==> src/rtl/led_sweep_ctrl_if.sv <==
// ---------------------------------------------------------------------------
// led_sweep_ctrl_if : control/status bundle for the one-hot LED sweeper
// Rev 1.0
// ---------------------------------------------------------------------------
`default_nettype none

interface led_sweep_ctrl_if #(
  parameter int N     = 4,
  parameter int DIV_W = 8
);

  logic             start;
  logic             stop;
  logic [1:0]       mode;
  logic [DIV_W-1:0] div;
  logic [3:0]       dwell;
  logic [N-1:0]     leds;
  logic             busy;
  logic             sweep_done;

  modport master (
    output start,
    output stop,
    output mode,
    output div,
    output dwell,
    input  leds,
    input  busy,
    input  sweep_done
  );

  modport slave (
    input  start,
    input  stop,
    input  mode,
    input  div,
    input  dwell,
    output leds,
    output busy,
    output sweep_done
  );

endinterface

`default_nettype wire

==> src/rtl/led_sweep_ctrl.sv <==
// ---------------------------------------------------------------------------
// led_sweep_ctrl : one-hot LED sweeper with bounce, rotate and single modes
// Rev 1.0
// ---------------------------------------------------------------------------
`default_nettype none

module led_sweep_ctrl #(
  parameter int N     = 4,
  parameter int DIV_W = 8
) (
  input  wire logic       clk,
  input  wire logic       rst,
  led_sweep_ctrl_if.slave bus
);

  localparam logic [N-1:0] c_LED_HOME = {{(N-1){1'b0}}, 1'b1};

  typedef enum logic [2:0] {
    S_IDLE      = 3'd0,
    S_UP        = 3'd1,
    S_DOWN      = 3'd2,
    S_DWELL_TOP = 3'd3,
    S_DWELL_BOT = 3'd4
  } state_t;

  state_t           state_q;
  state_t           state_d;
  logic [N-1:0]     leds_q;
  logic [N-1:0]     leds_d;
  logic             busy_q;
  logic             busy_d;
  logic             done_q;
  logic             done_d;
  logic [DIV_W-1:0] cnt_q;
  logic [DIV_W-1:0] cnt_d;
  logic [3:0]       dwell_cnt_q;
  logic [3:0]       dwell_cnt_d;

  // Configuration captured at start; held until the block returns to idle.
  logic [1:0]       mode_q;
  logic [DIV_W-1:0] div_q;
  logic [3:0]       dwell_q;

  logic             w_tick;
  logic             w_rotate;
  logic             w_single;
  logic             w_latch;
  logic             w_dwell_last;
  logic [N-1:0]     w_rotl;

  assign w_tick       = (cnt_q == div_q);
  assign w_rotate     = (mode_q == 2'd1);
  assign w_single     = (mode_q == 2'd2);
  assign w_dwell_last = (dwell_cnt_q == (dwell_q - 4'd1));
  assign w_rotl       = {leds_q[N-2:0], leds_q[N-1]};

  always_ff @(posedge clk or posedge rst) begin
    if (rst) begin
      state_q     <= S_IDLE;
      leds_q      <= c_LED_HOME;
      busy_q      <= 1'b0;
      done_q      <= 1'b0;
      cnt_q       <= '0;
      dwell_cnt_q <= 4'd0;
    end else begin
      state_q     <= state_d;
      leds_q      <= leds_d;
      busy_q      <= busy_d;
      done_q      <= done_d;
      cnt_q       <= cnt_d;
      dwell_cnt_q <= dwell_cnt_d;
    end
  end

  always_ff @(posedge clk or posedge rst) begin
    if (rst) begin
      mode_q  <= 2'd0;
      div_q   <= '0;
      dwell_q <= 4'd0;
    end else if (w_latch) begin
      mode_q  <= bus.mode;
      div_q   <= bus.div;
      dwell_q <= bus.dwell;
    end
  end

  always_comb begin
    state_d     = state_q;
    leds_d      = leds_q;
    cnt_d       = cnt_q;
    dwell_cnt_d = dwell_cnt_q;
    done_d      = 1'b0;
    w_latch     = 1'b0;

    if (state_q != S_IDLE) begin
      cnt_d = w_tick ? '0 : (cnt_q + DIV_W'(1));
    end

    case (state_q)
      S_IDLE: begin
        cnt_d       = '0;
        dwell_cnt_d = 4'd0;
        leds_d      = c_LED_HOME;
        if (bus.start) begin
          w_latch = 1'b1;
          state_d = S_UP;
        end
      end

      S_UP: begin
        if (w_tick) begin
          if (w_rotate) begin
            leds_d = w_rotl;
            done_d = leds_q[N-1];
          end else begin
            leds_d = leds_q << 1;
            if (leds_q[N-2]) begin
              state_d = (dwell_q != 4'd0) ? S_DWELL_TOP : S_DOWN;
            end
          end
        end
      end

      S_DOWN: begin
        if (w_tick) begin
          leds_d = leds_q >> 1;
          if (leds_q[1]) begin
            done_d = 1'b1;
            if (w_single) begin
              state_d = S_IDLE;
            end else begin
              state_d = (dwell_q != 4'd0) ? S_DWELL_BOT : S_UP;
            end
          end
        end
      end

      S_DWELL_TOP,
      S_DWELL_BOT: begin
        // The last dwell tick only changes direction; the LEDs move on the next tick.
        if (w_tick) begin
          if (w_dwell_last) begin
            dwell_cnt_d = 4'd0;
            state_d     = (state_q == S_DWELL_TOP) ? S_DOWN : S_UP;
          end else begin
            dwell_cnt_d = dwell_cnt_q + 4'd1;
          end
        end
      end

      default: begin
        state_d = S_IDLE;
        leds_d  = c_LED_HOME;
      end
    endcase

    // Abort overrides everything, including a start seen in the same cycle.
    if (bus.stop) begin
      state_d     = S_IDLE;
      leds_d      = c_LED_HOME;
      cnt_d       = '0;
      dwell_cnt_d = 4'd0;
      done_d      = 1'b0;
      w_latch     = 1'b0;
    end

    busy_d = (state_d != S_IDLE);
  end

  assign bus.leds       = leds_q;
  assign bus.busy       = busy_q;
  assign bus.sweep_done = done_q;

  a_leds_onehot : assert property (@(posedge clk) disable iff (rst) $onehot(leds_q));
  a_busy_state  : assert property (@(posedge clk) disable iff (rst) busy_q == (state_q != S_IDLE));
  a_done_home   : assert property (@(posedge clk) disable iff (rst) done_q |-> (leds_q == c_LED_HOME));

endmodule

`default_nettype wire
==> src/flat_wrapper.sv <==
// flat-port wrapper written by rule: the top's interface ports become plain ports
module led_sweep_ctrl_flat 
#(
  parameter int N     = 4,
  parameter int DIV_W = 8
)
  (clk, rst, bus_start, bus_stop, bus_mode, bus_div, bus_dwell, bus_leds, bus_busy, bus_sweep_done);
  led_sweep_ctrl_if #(.N(N), .DIV_W(DIV_W)) bus_i ();
  input  wire logic clk;
  input  wire logic rst;
  input wire logic [$bits(bus_i.start)-1:0] bus_start;
  input wire logic [$bits(bus_i.stop)-1:0] bus_stop;
  input wire logic [$bits(bus_i.mode)-1:0] bus_mode;
  input wire logic [$bits(bus_i.div)-1:0] bus_div;
  input wire logic [$bits(bus_i.dwell)-1:0] bus_dwell;
  output wire logic [$bits(bus_i.leds)-1:0] bus_leds;
  output wire logic [$bits(bus_i.busy)-1:0] bus_busy;
  output wire logic [$bits(bus_i.sweep_done)-1:0] bus_sweep_done;
  assign bus_i.start = bus_start;
  assign bus_i.stop = bus_stop;
  assign bus_i.mode = bus_mode;
  assign bus_i.div = bus_div;
  assign bus_i.dwell = bus_dwell;
  assign bus_leds = bus_i.leds;
  assign bus_busy = bus_i.busy;
  assign bus_sweep_done = bus_i.sweep_done;
  led_sweep_ctrl #(.N(N), .DIV_W(DIV_W)) u_core (.clk(clk), .rst(rst), .bus(bus_i));
endmodule
==> config.mk <==
export PLATFORM = sky130hd
export DESIGN_NAME = led_sweep_ctrl_flat
export DESIGN_NICKNAME = d
export VERILOG_FILES = /design/src/rtl/led_sweep_ctrl_if.sv /design/src/rtl/led_sweep_ctrl.sv /design/src/flat_wrapper.sv
export SDC_FILE = /design/constraint.sdc
export NUM_CORES = 1
export LEC_CHECK = 0
export BUFFER_PORTS_ARGS = -buffer_cell sky130_fd_sc_hd__buf_2
export CORE_ASPECT_RATIO = 1.25
export CORE_UTILIZATION = 40
export CTS_CLUSTER_DIAMETER = 150
export CTS_CLUSTER_SIZE = 14
export DETAILED_ROUTE_END_ITERATION = 10
export PLACE_DENSITY = 0.64
export SLEW_MARGIN = 20
export SYNTH_ARGS = -nofsm -noshare
export SYNTH_HDL_FRONTEND = slang
export SYNTH_SLANG_ARGS = --single-unit
==> constraint.sdc <==
create_clock -name clk -period 5.15 [get_ports clk]
set_input_delay 0.515 -clock clk [delete_from_list [all_inputs] [get_ports clk]]
set_output_delay 0.515 -clock clk [all_outputs]
set_load 0.01 [all_outputs]
==> metrics.md <==
| Metric | Value |
|---|---|
| Starting Density | `41.44%` |
| Vias per cell | `5.366` |
| Synth Flop Type | `dfrtp_1` |
| Post-synth cell types | `49` |
| Max incr delay on CP | `0.40 ns` |
| Crit path cell chain | `inv_1 -> ha_1 -> xnor2_1 -> nor4_4 -> nand2_2 -> a221oi_2 -> a41oi_1` |
| Compound-cell area share of the yosys netlist | `11.19%` |
| CTS buffer count | `5` |
| Reg2reg setup slack | `3.17 ns` |
| Post-Synth Simple-Gate Area | `18.59%` |
| Routed len/inst | `13.79 µm` |
| ANT nets after route | `0` |
| Final Max Slew Viols | `0` |
| Crit. path cell count | `7` |
| Multiplexer share of the synthesized area | `6.881%` |
| Final Hold Vio Count | `0` |
| Sequential cell area | `877.1 µm²` |
| Multi-input gate area | `991.0 µm²` |
| TritonCTS clock tree | `done` |
| PwrDens | `338.4 mW/mm²` |
| Critical Path Source | `u_core.dwell_q[0]$_DFFE_PP0P_` |
| Post-Place Cells | `256` |
| Share of the synthesized area in the top cell type | `43.73%` |
| Max cap viols | `0` |
| Fin crit period | `1.984 ns` |
| CP Class | `flop to flop` |
| Synth top area cells | `dfrtp_1 (44%), xnor2_2 (5.9%), mux2_2 (4.1%), xnor2_1 (3.6%), ha_1 (2.6%)` |
| Cell area after synthesis | `0.001946 mm²` |
| Reg2Reg Launch Point | `u_core.dwell_q[0]$_DFFE_PP0P_` |
| CTS H-tree depth | `2` |
| Fraction of layout cells with a size suffix above 1 | `29.21%` |
| Port buffer count | `23` |
| Adder-cell area share of the yosys netlist | `2.572%` |
| Die area | `0.005149 mm²` |
| 1st-iter DRT viols | `50` |
| Final worst setup slack | `3.166 ns` |
| Routability cong. | `0.8318` |
| WP buf/inv | `1` |
| First-pass GRT wire length | `6.168 mm` |
| CP top delay family | `simple AND/OR/NAND/NOR gates` |
| Initial antenna violation count | `0` |
| YS warnings | `0` |
| RSZ-0062 raised after global routing | `false` |
| Fin area | `0.002180 mm²` |
| Global-route usage over all layers | `15.86%` |
| Status | `finished clean` |
| Crit-path max FO | `3` |
| Largest family of logic cells by synthesized area | `simple AND/OR/NAND/NOR gates` |
| Clk slew on worst S/H paths | `0.07 ns` |
| Fmax | `504.1 MHz` |
| Cell count of the worst reg-to-reg path | `7` |
| Placed cell areas | `0.002107 mm²` |
| Worst vdd ir | `162.2 µV` |
| Setup Buffers After CTS | `0` |
| Final Skew | `0.005861 ns` |
| Post-layout util | `46.43%` |
| FILL cells | `451` |
| Nets | `225` |
| Via count | `1406` |
| Part of the Yosys area used for sequential elements | `45.08%` |
| Clk Latency, worst-skew pair | `0.28 ns` |
| Detailed Place HPWL | `2.657 mm` |
| DP Worst Slack | `3.157 ns` |
| Total Wirelength | `3.614 mm` |
| Die height | `79.98 µm` |
| Clock root buffer | `clkbuf_8` |
| Reg2reg end | `u_core.bus.busy$_DFF_PP0_` |
| Congestion Overflow GR | `0` |
| Syn_nets | `198` |
| Required @ worst endpoint | `5.29 ns` |
| Arrival time worst endpoint | `2.13 ns` |
| Critical path endpoint | `u_core.bus.busy$_DFF_PP0_` |
| Largest net degree at the start of global routing | `36` |
| Die W | `64.38 µm` |
| EDFF count, synth | `0` |
| Fin cells | `262` |
| Normalized max-slew margin | `66.87%` |
| Core Region | `0.004695 mm²` |
| # rows | `28` |
| CTS max path bufs | `2` |
| Fin crit share | `38.52%` |
| First drt pass iteration count | `4` |
| Async set-reset flop share out of synthesis | `100.0%` |
| Synth Area in XOR/XNOR | `11.70%` |
| Number of I/O pins | `24` |
| Final setup viols | `0` |
| CTS Sinks | `35` |
| Antenna Cells | `0` |
| Synth Instances | `176` |
| Worst Tran Pin Value | `0.4932 ns` |
| Resize count post-CTS | `0` |
| Leading cell types in the layout, fill and taps excluded | `dfrtp_1 (34), buf_2 (23), nand2_1 (11), nor2_1 (10), inv_1 (10)` |
| Fin Setup TNS | `0 ns` |
| Layout area overhead | `12.03%` |
| Leak | `0.0009066 µW` |
| Vias in the first global route | `1406` |
| Synth Register Bits | `35` |
| Worst min-delay path class | `primary input to asynchronous set/reset pin` |
| Most common cell after layout, fill and taps aside | `dfrtp_1` |
| Area leader, netlist | `dfrtp_1` |
| Startpoint Class | `flop` |
| DRC errors left | `0` |
| CP endpoint kind | `flop` |
| Critical path's slowest cell | `dfrtp_1` |
| Syn_area_per_cell | `11.05 µm²` |
| Hold_buf cts | `0` |
[synthesized netlist by cell type, types with 2 or more instances]
| cell | count |
|---|---|
| o21bai_1 | 2 |
| nand3_1 | 8 |
| nor2_4 | 2 |
| o21ai_0 | 6 |
| nor2_1 | 10 |
| mux2_1 | 4 |
| mux2_2 | 7 |
| and3_1 | 2 |
| nand2_2 | 2 |
| dfrtp_1 | 34 |
| or3_1 | 3 |
| nand2_1 | 11 |
| a21boi_1 | 2 |
| o22ai_1 | 2 |
| nor3_1 | 4 |
| nand4_1 | 4 |
| nand4_2 | 2 |
| xnor2_2 | 7 |
| and3_2 | 2 |
| xor2_1 | 5 |
| xnor2_1 | 8 |
| a21oi_1 | 6 |
| ha_1 | 4 |
| a22oi_1 | 3 |
| a32oi_1 | 2 |
| inv_1 | 10 |
| clkbuf_8 | 2 |
[tightest hold or removal path, stage by stage]
cell and delay, ns:
buf_2 0.09, inv_1 0.04, buf_4 0.38
[where the power goes]
group	internal, µW	leakage [µW]	switching (µW)
clock	90.0	0.0000371	89.3
combinational	101	0.000417	100
sequential	315	0.000452	41.2
[flip-flops by register name, indices dropped and copies added, names as in the netlist]
signal / cells
u_core.bus.busy: 1
u_core.dwell_cnt_q: 4
u_core.cnt_q: 8
u_core.div_q: 8
u_core.bus.leds: 4
u_core.bus.sweep_done: 1
u_core.dwell_q: 4
u_core.state_q: 3
u_core.mode_q: 2
[stage by stage]
stage,total power [µW],hold WS (ns)
CTS,750.4,0.3358
global placement,565.3,0.5248
finish,737.6,0.3208
floorplan,523.1,0.4798
global route,787.9,0.3712
detailed placement,567.0,0.5335
[cell families (layout without fill, tap and decap cells)]
family / count (synthesis) / in the layout
DFF: 35 / 35
and+or+nand+nor: 60 / 60
AOI/OAI and AO/OA: 30 / 30
muxes: 12 / 12
buffers and inverters: 15 / 41
adders and majority gates: 4 / 4
xor gates and xnor gates: 20 / 20
[how the worst min path moves through the flow]
stage	end	slack, ns	cells after the start
after floorplan	u_core.div_q[2]$_DFFE_PP0P_	0.48	1
after global placement	u_core.div_q[2]$_DFFE_PP0P_	0.52	1
after detailed placement	u_core.div_q[2]$_DFFE_PP0P_	0.53	1
after CTS	u_core.div_q[3]$_DFFE_PP0P_	0.34	3
after global routing	u_core.div_q[3]$_DFFE_PP0P_	0.37	3
final	u_core.state_q[1]$_DFF_PP0_	0.32	3
[per-layer routing]
layer	GRT usage, %	vias up	wire length, µm
met4	8.000	0	70
met1	16.05	688	1409
li1	-	681	-
met2	29.47	30	2024
met5	0	-	0
met3	4.143	7	109
[cell type report]
| cell class | count | share of cell area (%) |
|---|---|---|
| flip-flops and latches | 35 | 40.24 |
| inverters | 11 | 1.894 |
| clock buffers | 6 | 3.330 |
| multi-input cells | 126 | 45.46 |
| well taps | 60 | 3.444 |
| repair buffers | 24 | 5.626 |
Note: power is estimated with default switching activity, not from simulation.
